[src/rtl/axi_arb_pkg.sv]
// Shared types, constants and address decode for the AXI read-address arbiter.
package axi_arb_pkg;

    localparam int unsigned MX_SX_ID_BITS = 6;
    localparam int unsigned MAP_ENTRIES   = 8;

    localparam logic [MX_SX_ID_BITS-1:0] AR_IDLE_CODE = 6'h3F;
    localparam logic [3:0]               SLAVE_NO     = 4'd8;

    typedef enum logic [1:0] {
        AR_IDLE = 2'd0,
        AR_ADDR = 2'd1,
        AR_DATA = 2'd2
    } ar_state_e;

    typedef struct packed {
        logic [31:0] addr;
        logic [3:0]  id;
        logic [3:0]  len;
        logic [2:0]  size;
        logic [1:0]  burst;
    } ar_payload_t;

    // Inclusive base/limit per slave; index equals slave number.
    localparam logic [31:0] SLV_BASE [MAP_ENTRIES] = '{
        32'h0000_0000, 32'h0001_0000, 32'h0002_0000, 32'h1000_0000,
        32'h1001_0000, 32'h1002_0000, 32'h1003_0000, 32'h2000_0000
    };
    localparam logic [31:0] SLV_LIMIT [MAP_ENTRIES] = '{
        32'h0000_3FFF, 32'h0001_FFFF, 32'h0002_FFFF, 32'h1000_03FF,
        32'h1001_03FF, 32'h1002_03FF, 32'h1003_03FF, 32'h201F_FFFF
    };

    // Returns the slave index for an address, or SLAVE_NO when unmapped.
    function automatic logic [3:0] decode_slave(input logic [31:0] addr);
        logic [3:0] s;
        s = SLAVE_NO;
        for (int unsigned i = 0; i < MAP_ENTRIES; i++) begin
            if ((addr >= SLV_BASE[i]) && (addr <= SLV_LIMIT[i])) begin
                s = 4'(i);
            end
        end
        return s;
    endfunction

endpackage

[src/rtl/axi_read_arbiter_if.sv]
// Read-address and read-status signals between masters, slaves and the arbiter.
interface axi_read_arbiter_if;
    import axi_arb_pkg::*;

    logic [2:0]       ARVALID_M;
    logic [2:0]       ARREADY_M;
    logic [2:0][31:0] ARADDR_M;
    logic [2:0][3:0]  ARID_M;
    logic [2:0][3:0]  ARLEN_M;
    logic [2:0][2:0]  ARSIZE_M;
    logic [2:0][1:0]  ARBURST_M;

    logic [7:0]       ARVALID_S;
    logic [7:0]       ARREADY_S;
    logic [31:0]      ARADDR_S;
    logic [3:0]       ARLEN_S;
    logic [2:0]       ARSIZE_S;
    logic [1:0]       ARBURST_S;
    logic [7:0]       ARID_S;

    logic [7:0]       RVALID_S;
    logic [7:0]       RLAST_S;
    logic [2:0]       RREADY_M;

    logic [MX_SX_ID_BITS-1:0] AR_arbiter;

    // Arbiter side: drives the slave-facing address channel and the pairing code.
    modport master (
        input  ARVALID_M, ARADDR_M, ARID_M, ARLEN_M, ARSIZE_M, ARBURST_M,
        input  ARREADY_S, RVALID_S, RLAST_S, RREADY_M,
        output ARREADY_M, ARVALID_S, ARADDR_S, ARLEN_S, ARSIZE_S, ARBURST_S,
        output ARID_S, AR_arbiter
    );

    // Environment side: masters and slaves attached to the arbiter.
    modport slave (
        output ARVALID_M, ARADDR_M, ARID_M, ARLEN_M, ARSIZE_M, ARBURST_M,
        output ARREADY_S, RVALID_S, RLAST_S, RREADY_M,
        input  ARREADY_M, ARVALID_S, ARADDR_S, ARLEN_S, ARSIZE_S, ARBURST_S,
        input  ARID_S, AR_arbiter
    );

endinterface

[src/rtl/rr_arbiter3.sv]
// Combinational three-way round-robin picker; the master after `last` has top priority.
module rr_arbiter3 (
    input  logic [1:0] last,
    input  logic [2:0] req,
    output logic [1:0] grant,
    output logic       valid
);

    logic [1:0] p0, p1, p2;

    always_comb begin
        p0    = 2'd0;
        p1    = 2'd1;
        p2    = 2'd2;
        grant = 2'd0;
        valid = |req;

        case (last)
            2'd0:    begin p0 = 2'd1; p1 = 2'd2; p2 = 2'd0; end
            2'd1:    begin p0 = 2'd2; p1 = 2'd0; p2 = 2'd1; end
            default: begin p0 = 2'd0; p1 = 2'd1; p2 = 2'd2; end
        endcase

        if (req[p0]) begin
            grant = p0;
        end else if (req[p1]) begin
            grant = p1;
        end else begin
            grant = p2;
        end
    end

endmodule

[src/rtl/axi_read_arbiter.sv]
// Read-address arbiter: round-robin grant, address decode, and master/slave pairing
// held on AR_arbiter until the last read beat of the transaction completes.
module axi_read_arbiter
    import axi_arb_pkg::*;
#(
    parameter int unsigned NUM_M = 3,
    parameter int unsigned NUM_S = 8
) (
    input logic                 ACLK,
    input logic                 ARESET,
    axi_read_arbiter_if.master  bus
);

    ar_state_e                state_q, state_d;
    logic [MX_SX_ID_BITS-1:0] code_q, code_d;
    logic [1:0]               last_q, last_d;

    logic [1:0]       rr_grant;
    logic             rr_valid;
    logic [1:0]       m_sel;
    logic [3:0]       s_sel;
    logic [2:0]       s_phys;
    logic [NUM_M-1:0] m_oh;
    logic [NUM_S-1:0] s_oh;
    logic             m_arvalid;
    logic             s_arready;
    logic             r_last_hs;
    ar_payload_t      pay;

    rr_arbiter3 u_rr (
        .last  (last_q),
        .req   (bus.ARVALID_M),
        .grant (rr_grant),
        .valid (rr_valid)
    );

    // Unmapped addresses are routed to S0, which answers with DECERR.
    assign m_sel  = code_q[5:4];
    assign s_sel  = code_q[3:0];
    assign s_phys = (s_sel == SLAVE_NO) ? 3'd0 : s_sel[2:0];

    // Master index 3 (idle) shifts out of range and yields an all-zero select.
    assign m_oh = NUM_M'(1) << m_sel;
    assign s_oh = NUM_S'(1) << s_phys;

    assign m_arvalid = |(bus.ARVALID_M & m_oh);
    assign s_arready = |(bus.ARREADY_S & s_oh);
    assign r_last_hs = (|(bus.RVALID_S & bus.RLAST_S & s_oh)) & (|(bus.RREADY_M & m_oh));

    // Payload of the paired master.
    always_comb begin
        pay = '0;
        if (m_sel != 2'd3) begin
            pay.addr  = bus.ARADDR_M[m_sel];
            pay.id    = bus.ARID_M[m_sel];
            pay.len   = bus.ARLEN_M[m_sel];
            pay.size  = bus.ARSIZE_M[m_sel];
            pay.burst = bus.ARBURST_M[m_sel];
        end
    end

    always_ff @(posedge ACLK or posedge ARESET) begin
        if (ARESET) begin
            state_q <= AR_IDLE;
            code_q  <= AR_IDLE_CODE;
            last_q  <= 2'd2;
        end else begin
            state_q <= state_d;
            code_q  <= code_d;
            last_q  <= last_d;
        end
    end

    always_comb begin
        state_d       = state_q;
        code_d        = code_q;
        last_d        = last_q;
        bus.ARVALID_S = '0;
        bus.ARREADY_M = '0;
        bus.ARADDR_S  = '0;
        bus.ARLEN_S   = '0;
        bus.ARSIZE_S  = '0;
        bus.ARBURST_S = '0;
        bus.ARID_S    = '0;

        case (state_q)
            AR_IDLE: begin
                if (rr_valid) begin
                    state_d = AR_ADDR;
                    code_d  = {rr_grant, decode_slave(bus.ARADDR_M[rr_grant])};
                end
            end
            AR_ADDR: begin
                bus.ARVALID_S = s_oh & {NUM_S{m_arvalid}};
                bus.ARREADY_M = m_oh & {NUM_M{s_arready}};
                bus.ARADDR_S  = pay.addr;
                bus.ARLEN_S   = pay.len;
                bus.ARSIZE_S  = pay.size;
                bus.ARBURST_S = pay.burst;
                bus.ARID_S    = {2'b00, m_sel, pay.id};
                if (m_arvalid && s_arready) begin
                    state_d = AR_DATA;
                end
            end
            AR_DATA: begin
                if (r_last_hs) begin
                    state_d = AR_IDLE;
                    code_d  = AR_IDLE_CODE;
                    last_d  = m_sel;
                end
            end
            default: begin
                state_d = AR_IDLE;
                code_d  = AR_IDLE_CODE;
            end
        endcase
    end

    assign bus.AR_arbiter = code_q;

endmodule

[src/flat_wrapper.sv]
// flat-port wrapper written by rule: the top's interface ports become plain ports
module axi_read_arbiter_flat import axi_arb_pkg::*;
#(
    parameter int unsigned NUM_M = 3,
    parameter int unsigned NUM_S = 8
)
  (ACLK, ARESET, bus_ARVALID_M, bus_ARADDR_M, bus_ARID_M, bus_ARLEN_M, bus_ARSIZE_M, bus_ARBURST_M, bus_ARREADY_S, bus_RVALID_S, bus_RLAST_S, bus_RREADY_M, bus_ARREADY_M, bus_ARVALID_S, bus_ARADDR_S, bus_ARLEN_S, bus_ARSIZE_S, bus_ARBURST_S, bus_ARID_S, bus_AR_arbiter);
  axi_read_arbiter_if bus_i ();
  input logic ACLK;
  input logic ARESET;
  input wire logic [$bits(bus_i.ARVALID_M)-1:0] bus_ARVALID_M;
  input wire logic [$bits(bus_i.ARADDR_M)-1:0] bus_ARADDR_M;
  input wire logic [$bits(bus_i.ARID_M)-1:0] bus_ARID_M;
  input wire logic [$bits(bus_i.ARLEN_M)-1:0] bus_ARLEN_M;
  input wire logic [$bits(bus_i.ARSIZE_M)-1:0] bus_ARSIZE_M;
  input wire logic [$bits(bus_i.ARBURST_M)-1:0] bus_ARBURST_M;
  input wire logic [$bits(bus_i.ARREADY_S)-1:0] bus_ARREADY_S;
  input wire logic [$bits(bus_i.RVALID_S)-1:0] bus_RVALID_S;
  input wire logic [$bits(bus_i.RLAST_S)-1:0] bus_RLAST_S;
  input wire logic [$bits(bus_i.RREADY_M)-1:0] bus_RREADY_M;
  output wire logic [$bits(bus_i.ARREADY_M)-1:0] bus_ARREADY_M;
  output wire logic [$bits(bus_i.ARVALID_S)-1:0] bus_ARVALID_S;
  output wire logic [$bits(bus_i.ARADDR_S)-1:0] bus_ARADDR_S;
  output wire logic [$bits(bus_i.ARLEN_S)-1:0] bus_ARLEN_S;
  output wire logic [$bits(bus_i.ARSIZE_S)-1:0] bus_ARSIZE_S;
  output wire logic [$bits(bus_i.ARBURST_S)-1:0] bus_ARBURST_S;
  output wire logic [$bits(bus_i.ARID_S)-1:0] bus_ARID_S;
  output wire logic [$bits(bus_i.AR_arbiter)-1:0] bus_AR_arbiter;
  assign bus_i.ARVALID_M = bus_ARVALID_M;
  assign bus_i.ARADDR_M = bus_ARADDR_M;
  assign bus_i.ARID_M = bus_ARID_M;
  assign bus_i.ARLEN_M = bus_ARLEN_M;
  assign bus_i.ARSIZE_M = bus_ARSIZE_M;
  assign bus_i.ARBURST_M = bus_ARBURST_M;
  assign bus_i.ARREADY_S = bus_ARREADY_S;
  assign bus_i.RVALID_S = bus_RVALID_S;
  assign bus_i.RLAST_S = bus_RLAST_S;
  assign bus_i.RREADY_M = bus_RREADY_M;
  assign bus_ARREADY_M = bus_i.ARREADY_M;
  assign bus_ARVALID_S = bus_i.ARVALID_S;
  assign bus_ARADDR_S = bus_i.ARADDR_S;
  assign bus_ARLEN_S = bus_i.ARLEN_S;
  assign bus_ARSIZE_S = bus_i.ARSIZE_S;
  assign bus_ARBURST_S = bus_i.ARBURST_S;
  assign bus_ARID_S = bus_i.ARID_S;
  assign bus_AR_arbiter = bus_i.AR_arbiter;
  axi_read_arbiter #(.NUM_M(NUM_M), .NUM_S(NUM_S)) u_core (.ACLK(ACLK), .ARESET(ARESET), .bus(bus_i));
endmodule
[config.mk]
export PLATFORM = sky130hd
export DESIGN_NAME = axi_read_arbiter_flat
export DESIGN_NICKNAME = d
export VERILOG_FILES = /design/src/rtl/axi_arb_pkg.sv /design/src/rtl/axi_read_arbiter_if.sv /design/src/rtl/rr_arbiter3.sv /design/src/rtl/axi_read_arbiter.sv /design/src/flat_wrapper.sv
export SDC_FILE = /design/constraint.sdc
export NUM_CORES = 1
export LEC_CHECK = 0
export CAP_MARGIN = 5
export CORE_UTILIZATION = 28
export CTS_BUF_LIST = sky130_fd_sc_hd__clkbuf_4 sky130_fd_sc_hd__clkbuf_8 sky130_fd_sc_hd__clkbuf_16
export DETAILED_ROUTE_END_ITERATION = 6
export GPL_TIMING_DRIVEN = 0
export HOLD_SLACK_MARGIN = 0.15
export PLACE_DENSITY = 0.8
export SLEW_MARGIN = 20
export SYNTH_ARGS = -nofsm -noshare
export SYNTH_HDL_FRONTEND = slang
export SYNTH_HIERARCHICAL = 1
export SYNTH_SLANG_ARGS = --single-unit
[constraint.sdc]
create_clock -name ACLK -period 4.7 [get_ports ACLK]
set_clock_uncertainty 0.2 [all_clocks]
set_input_delay 0.94 -clock ACLK [delete_from_list [all_inputs] [get_ports ACLK]]
set_output_delay 0.94 -clock ACLK [all_outputs]
set_load 0.02 [all_outputs]
# --- After elaboration in Yosys (flattened, before gate mapping) ---
# Index checks and enable logic that the tools add are counted.
word_totals:
  in_bits: 167
  output_inout_bits: 66
  register_bits: 10
  latchBits: 0
  wordCells: 106
  mem_bits_rw: 0
  mem_count: 0
  rom_bits: 0
classes:
  shift: 2
  multipliers: 0
  n_addsub: 0
  order_cmp: 20
  mux: 45
  eq_ne: 8
  n_div: 0
  bitwise_logic: 9
  n_reduce_logical: 19
ops:
  columns: ["operator", "count"]
  rows:
  - ["$bmux 32 s2", 2]
  - ["$ge 32x29->1 const B", 4]
  - ["$le 32x29->1 const B", 4]
  - ["$mux 32", 3]
  - ["$mux 45", 1]
  - ["$mux 4", 11]
  - ["$and 8x8->8", 4]
  - ["$ge 32x1->1 const B", 1]
  - ["$ge 32x17->1 const B", 1]
  - ["$ge 32x18->1 const B", 1]
  - ["$ge 32x30->1 const B", 1]
  - ["$le 32x14->1 const B", 1]
  - ["$le 32x17->1 const B", 1]
  - ["$le 32x18->1 const B", 1]
  - ["$le 32x30->1 const B", 1]
  - ["$mux 6", 3]
  - ["$pmux 6 s3", 1]
  - ["$bmux 4 s2", 2]
  - ["$reduce_or 8->1", 2]
  - ["$mux 2", 7]
  - ["$lt 2x3->1 const B", 4]
  - ["$mux 3", 4]
  - ["$pmux 2 s2", 3]
  - ["$and 3x3->3", 3]
  - ["other kinds (20)", 37]

# --- Depth between registers and ports, before layout ---
# Gate-level depths: netlist of the first run.
depth:
  depth_word: 20
  depth_mapped: 11
  mapped_depth_nobuf: 9

# --- Hierarchy ---
# Netlist of the first run, hierarchy kept.
by_module_without_submodules:
  columns: ["module", "cells_each", "n_inst", "seq_area_each_um2", "area_each_um2"]
  rows:
  - ["axi_read_arbiter", 356, 1, 259.0, 2308.5]
  - ["rr_arbiter3", 10, 1, 0.0, 53.8]

# --- Worst setup path before layout of the first run ---
# Ideal clock, no wire load.
synth_path:
  kind: "input-to-output"
  from: "in bus_ARREADY_S[7]"
  to: "out bus_ARREADY_M[1]"
  arrival_ns: 2.215
  path_buffers: 0
  t_required_ns: 3.560
  stages: 5
  path_slack_ns: 1.345
  path_cell_list: "mux2i_1 mux4_2 o221ai_1 nand2_1 nor3b_1"
synth_between:
  elab_chain_cells: 4
synth_rtl:
  columns: ["element", "line_no", "text"]
  rows:
  - ["start, declared", "flat_wrapper.sv:17", "input wire logic [$bits(bus_i.ARREADY_S)-1:0] bus_ARREADY_S;"]
  - ["$and 8x8->8", "axi_read_arbiter.sv:47", "assign s_arready = |(bus.ARREADY_S & s_oh);"]
  - ["$reduce_or 8->1", "axi_read_arbiter.sv:47", null]
  - ["$and 3x3->3", "axi_read_arbiter.sv:95", "bus.ARREADY_M = m_oh & {NUM_M{s_arready}};"]
  - ["$mux 3", "axi_read_arbiter.sv:86", "case (state_q)"]
  - ["end, declared", "flat_wrapper.sv:21", "output wire logic [$bits(bus_i.ARREADY_M)-1:0] bus_ARREADY_M;"]
# No other way between the ends.

# --- Final worst setup path of the first run ---
# Same ends and word-level chain as after synthesis.

==> results of run 1 <==
[metal layers]
layer / up-vias / part of all wire, % / wire (um)
met1: 1689 / 39 / 4590
li1: 1774 / - / -
met5: - / 0 / 0
met4: 0 / 2.8 / 335
met3: 30 / 8.2 / 972
met2: 175 / 51 / 6020
[power breakdown]
| part | switching [mW] | internal [mW] | total, mW |
|---|---|---|---|
| combinational | 1.22 | 0.964 | 2.18 |
| clock | 0.0300 | 0.0648 | 0.0948 |
| sequential | 0.0341 | 0.140 | 0.175 |
[layout by cell type, fill, tap and decap left out, types with 6 or more instances in the layout]
master and n:
a21oi_1 51, buf_2 6, clkbuf_1 17, clkdlybuf4s50_1 230, dfstp_2 7, mux2i_1 55, nand2_1 11, nand2b_1 7
nor2_1 111, nor3_1 8
[cell type report]
type / count / area [sq um]
sequential: 10 / 259
multi-input combinational: 323 / 1960
clock buffer: 4 / 48.8
buffer: 31 / 135
tap: 105 / 131
fill: 770 / 3330
timing repair buffer: 230 / 2300
inverter: 3 / 11.3
[synthesized netlist by cell type (all sizes together), types with 2 or more instances]
cell type,n,area [sq um]
nand2,13,58.8
nor2,111,417
buf,14,71.3
and3,3,18.8
clkbuf,17,63.8
nand3b,5,37.5
dfstp,7,184
and3b,2,17.5
o2bb2ai,3,26.3
nor2b,3,18.8
mux2i,55,551
inv,3,11.3
nand3,5,25.0
and2,3,18.8
nor3,8,40.0
mux2,2,22.5
nor3b,2,15.0
or3,3,18.8
o22ai,3,18.8
o22a,5,43.8
a211oi,5,42.5
mux4,2,45.0
o21bai,3,22.5
nor4b,2,17.5
o21ai,7,35.0
dfrtp,3,75.1
or4,2,15.0
a221oi,2,23.8
nand2b,7,43.8
a21oi,51,255
nor4,4,25.0
[flip-flops by register name, indices dropped and copies added, names as in the netlist]
register               flops
u_core/bus.AR_arbiter      6
u_core/state_q             2
u_core/last_q              2
[kinds of logic after synthesis]
family                 Yosys count
AND/OR/NAND/NOR                174
other                            1
AO/OA/AOI/OAI                   88
flip-flops                      10
multiplexers                    59
buffers and inverters           34
[path summary, 6_finish.rpt]
path	startpoint	endpoint	slack, ns	cells past startpoint
max	bus_ARREADY_S[7]	bus_ARREADY_M[1]	0.43	7
min	u_core/state_q[1]	u_core/state_q[0]	0.34	1
max reg2reg	u_core/last_q[0]	u_core/bus.AR_arbiter[2]	1.82	9
min reg2reg	u_core/state_q[1]	u_core/state_q[0]	0.34	1
max in group asynchronous	ARESET	u_core/bus.AR_arbiter[2]	3.22	2
min in group asynchronous	ARESET	u_core/state_q[0]	0.77	2
[worst reg2reg max path: cells and delay by family, from the launching register on]
kind	cells	cell delay [ns]
AOI/OAI and AO/OA	5	1.11
buffers and inverters	2	0.62
DFF	1	0.37
and+or+nand+nor	2	0.54
[stage by stage]
stage | setup WS, ns | area (sq um) | hold slack, ns | utilization [%] | power (mW)
final | 0.432 | 4850 | 0.341 | 59.3 | 2.45
after global routing | 0.243 | 4850 | 0.375 | 59.3 | 2.62
after CTS | 0.451 | 4850 | 0.338 | 59.3 | 2.44
after detailed placement | 0.449 | 4800 | 0.330 | 58.7 | 2.34
after global placement | 0.515 | 4800 | 0.304 | 58.7 | 2.31
after floorplan | 1.34 | 2370 | 0.279 | - | 1.43
==> summary.txt, run 1 <==
Run status
  • Outcome: finished clean

Yosys
  • Mean Syn Cell Area: 6.45 sq um
  • Post-synth EDFFs: 0
  • Synth Area in Compound Gates: 22.9%
  • Seq/Total Area, Yosys: 11.0%
  • Netlist cell types: 49
  • Simple-gate share of the synthesized area: 33.6%
  • Mapped cell area: 2360 sq um
  • Async S/R FF share, synth: 100%
  • Seq cells post-synth: 10
  • Synth Area in XOR/XNOR: 0%
  • Synthesized instance count: 366
  • Post-Synth Adder-Cell Area: 0%
  • Mux share of post-synthesis cell area: 26.2%
  • Largest family of logic cells by synthesized area: simple AND/OR/NAND/NOR gates
  • Top FF cell, synth: dfstp_2
  • Yosys warning count: 6

Pwr
  • Power Density: 505 nW/um^2
  • Static Leak: 2.01 nW
  • Worst vdd ir: 0.257 mV

Timing
  • RSZ-0062 raised after global routing: no
  • Setup TNS: 0 ns
  • Max Slew Vio Count: 0
  • Slew margin rel.: 44.6%
  • Measured slew at the worst slew-check pin: 0.831 ns
  • Fmax: 234 MHz
  • Final setup vio count: 0
  • Final min period: 4.27 ns
  • Hold Vio Cnt, Final: 0
  • Period Utilization, post-route: 90.8%

Floorplanning
  • Die ar.: 8810 sq um
  • Initial Util: 28.9%
  • I/O pins: 233
  • Die H: 93.9 um
  • Rows: 33
  • Die width: 93.9 um
  • Core area: 8180 sq um

Detailed routing
  • TritonRoute pass-1 iters: 4
  • Post-route DRC: 0
  • Wirelength per Cell: 16.9 um
  • Final ANT Viol Nets: 0
  • 1st-iter DRT viols: 202
  • Vias/cell: 5.20
  • Vias: 3,668
  • WL final: 11,900 um

Finish
  • Antenna cells: 0
  • Share of layout cells above drive strength 1: 4.33%
  • Area growth, synth to finish: 105%
  • Post-route insts no fill: 706
  • Final #Nets: 769

Worst setup path
  • Critical path class: primary input to output pin
  • WP buf/inv: 2
  • Crit-path max FO: 4
  • Crit path largest cell delay: 0.64 ns
  • CP Capture Type: output pin
  • Startpoint types: primary input
  • Worst path required time: 3.56 ns
  • CP Cell Sequence: clkdlybuf4s50_1 > mux2i_1 > mux4_2 > o221ai_1 > nand2_1 > nor3b_1 > clkdlybuf4s50_1
  • Crit path DAT: 3.13 ns
  • Worst path slowest cell: clkdlybuf4s50_1
  • Critical path's top delay family: buffers and inverters
  • Most used cell, CP: clkdlybuf4s50_1

Global route
  • Vias in the first global route: 3,614
  • Total gr overflow: 0
  • First-pass GRT wire length: 17,900 um
  • Tot GR Track Use: 25.8%
  • GR Layer Usage met3: 5.18%
  • Met1 GRT Util: 28.7%
  • M2 GR Usage: 47.9%
  • Largest net degree at the start of global routing: 11
  • GRT busiest layer: met2
  • Initial antenna violation count: 0

Place
  • Number of port buffers: 230
  • Post-placement cell count: 702
  • Post-DP HPWL: 9800 um
  • Gpl congestion: 0.924

CTS
  • Total clock sinks: 10
  • CTS tree: built
  • Resized Gates After CTS: 0
  • Clock-pin slew on the worst setup and hold paths: 0.05 ns
  • Num CTS Buffers: 3
  • CTS root buf: clkbuf_8
  • CTS Hold Buffers Added: 0
  • Post-CTS Setup Inserts: 0
  • Clock Tree Buf Depth: 2
  • Clk Latency, worst-skew pair: 0.23 ns
  • Htree depth: 1

Hold path
  • HP Class: flip-flop to flip-flop

Run
  • MaxCap Viol Count: 0
Power figures use the tool's default switching activity.
==> run 2, diff against run 1 <==
Settings changed: CAP_MARGIN 5 to unset, HOLD_SLACK_MARGIN 0.15 to 0.03.
==> results of run 2 <==
No change in the layout: final DEF, timing and power equal those of run 1.
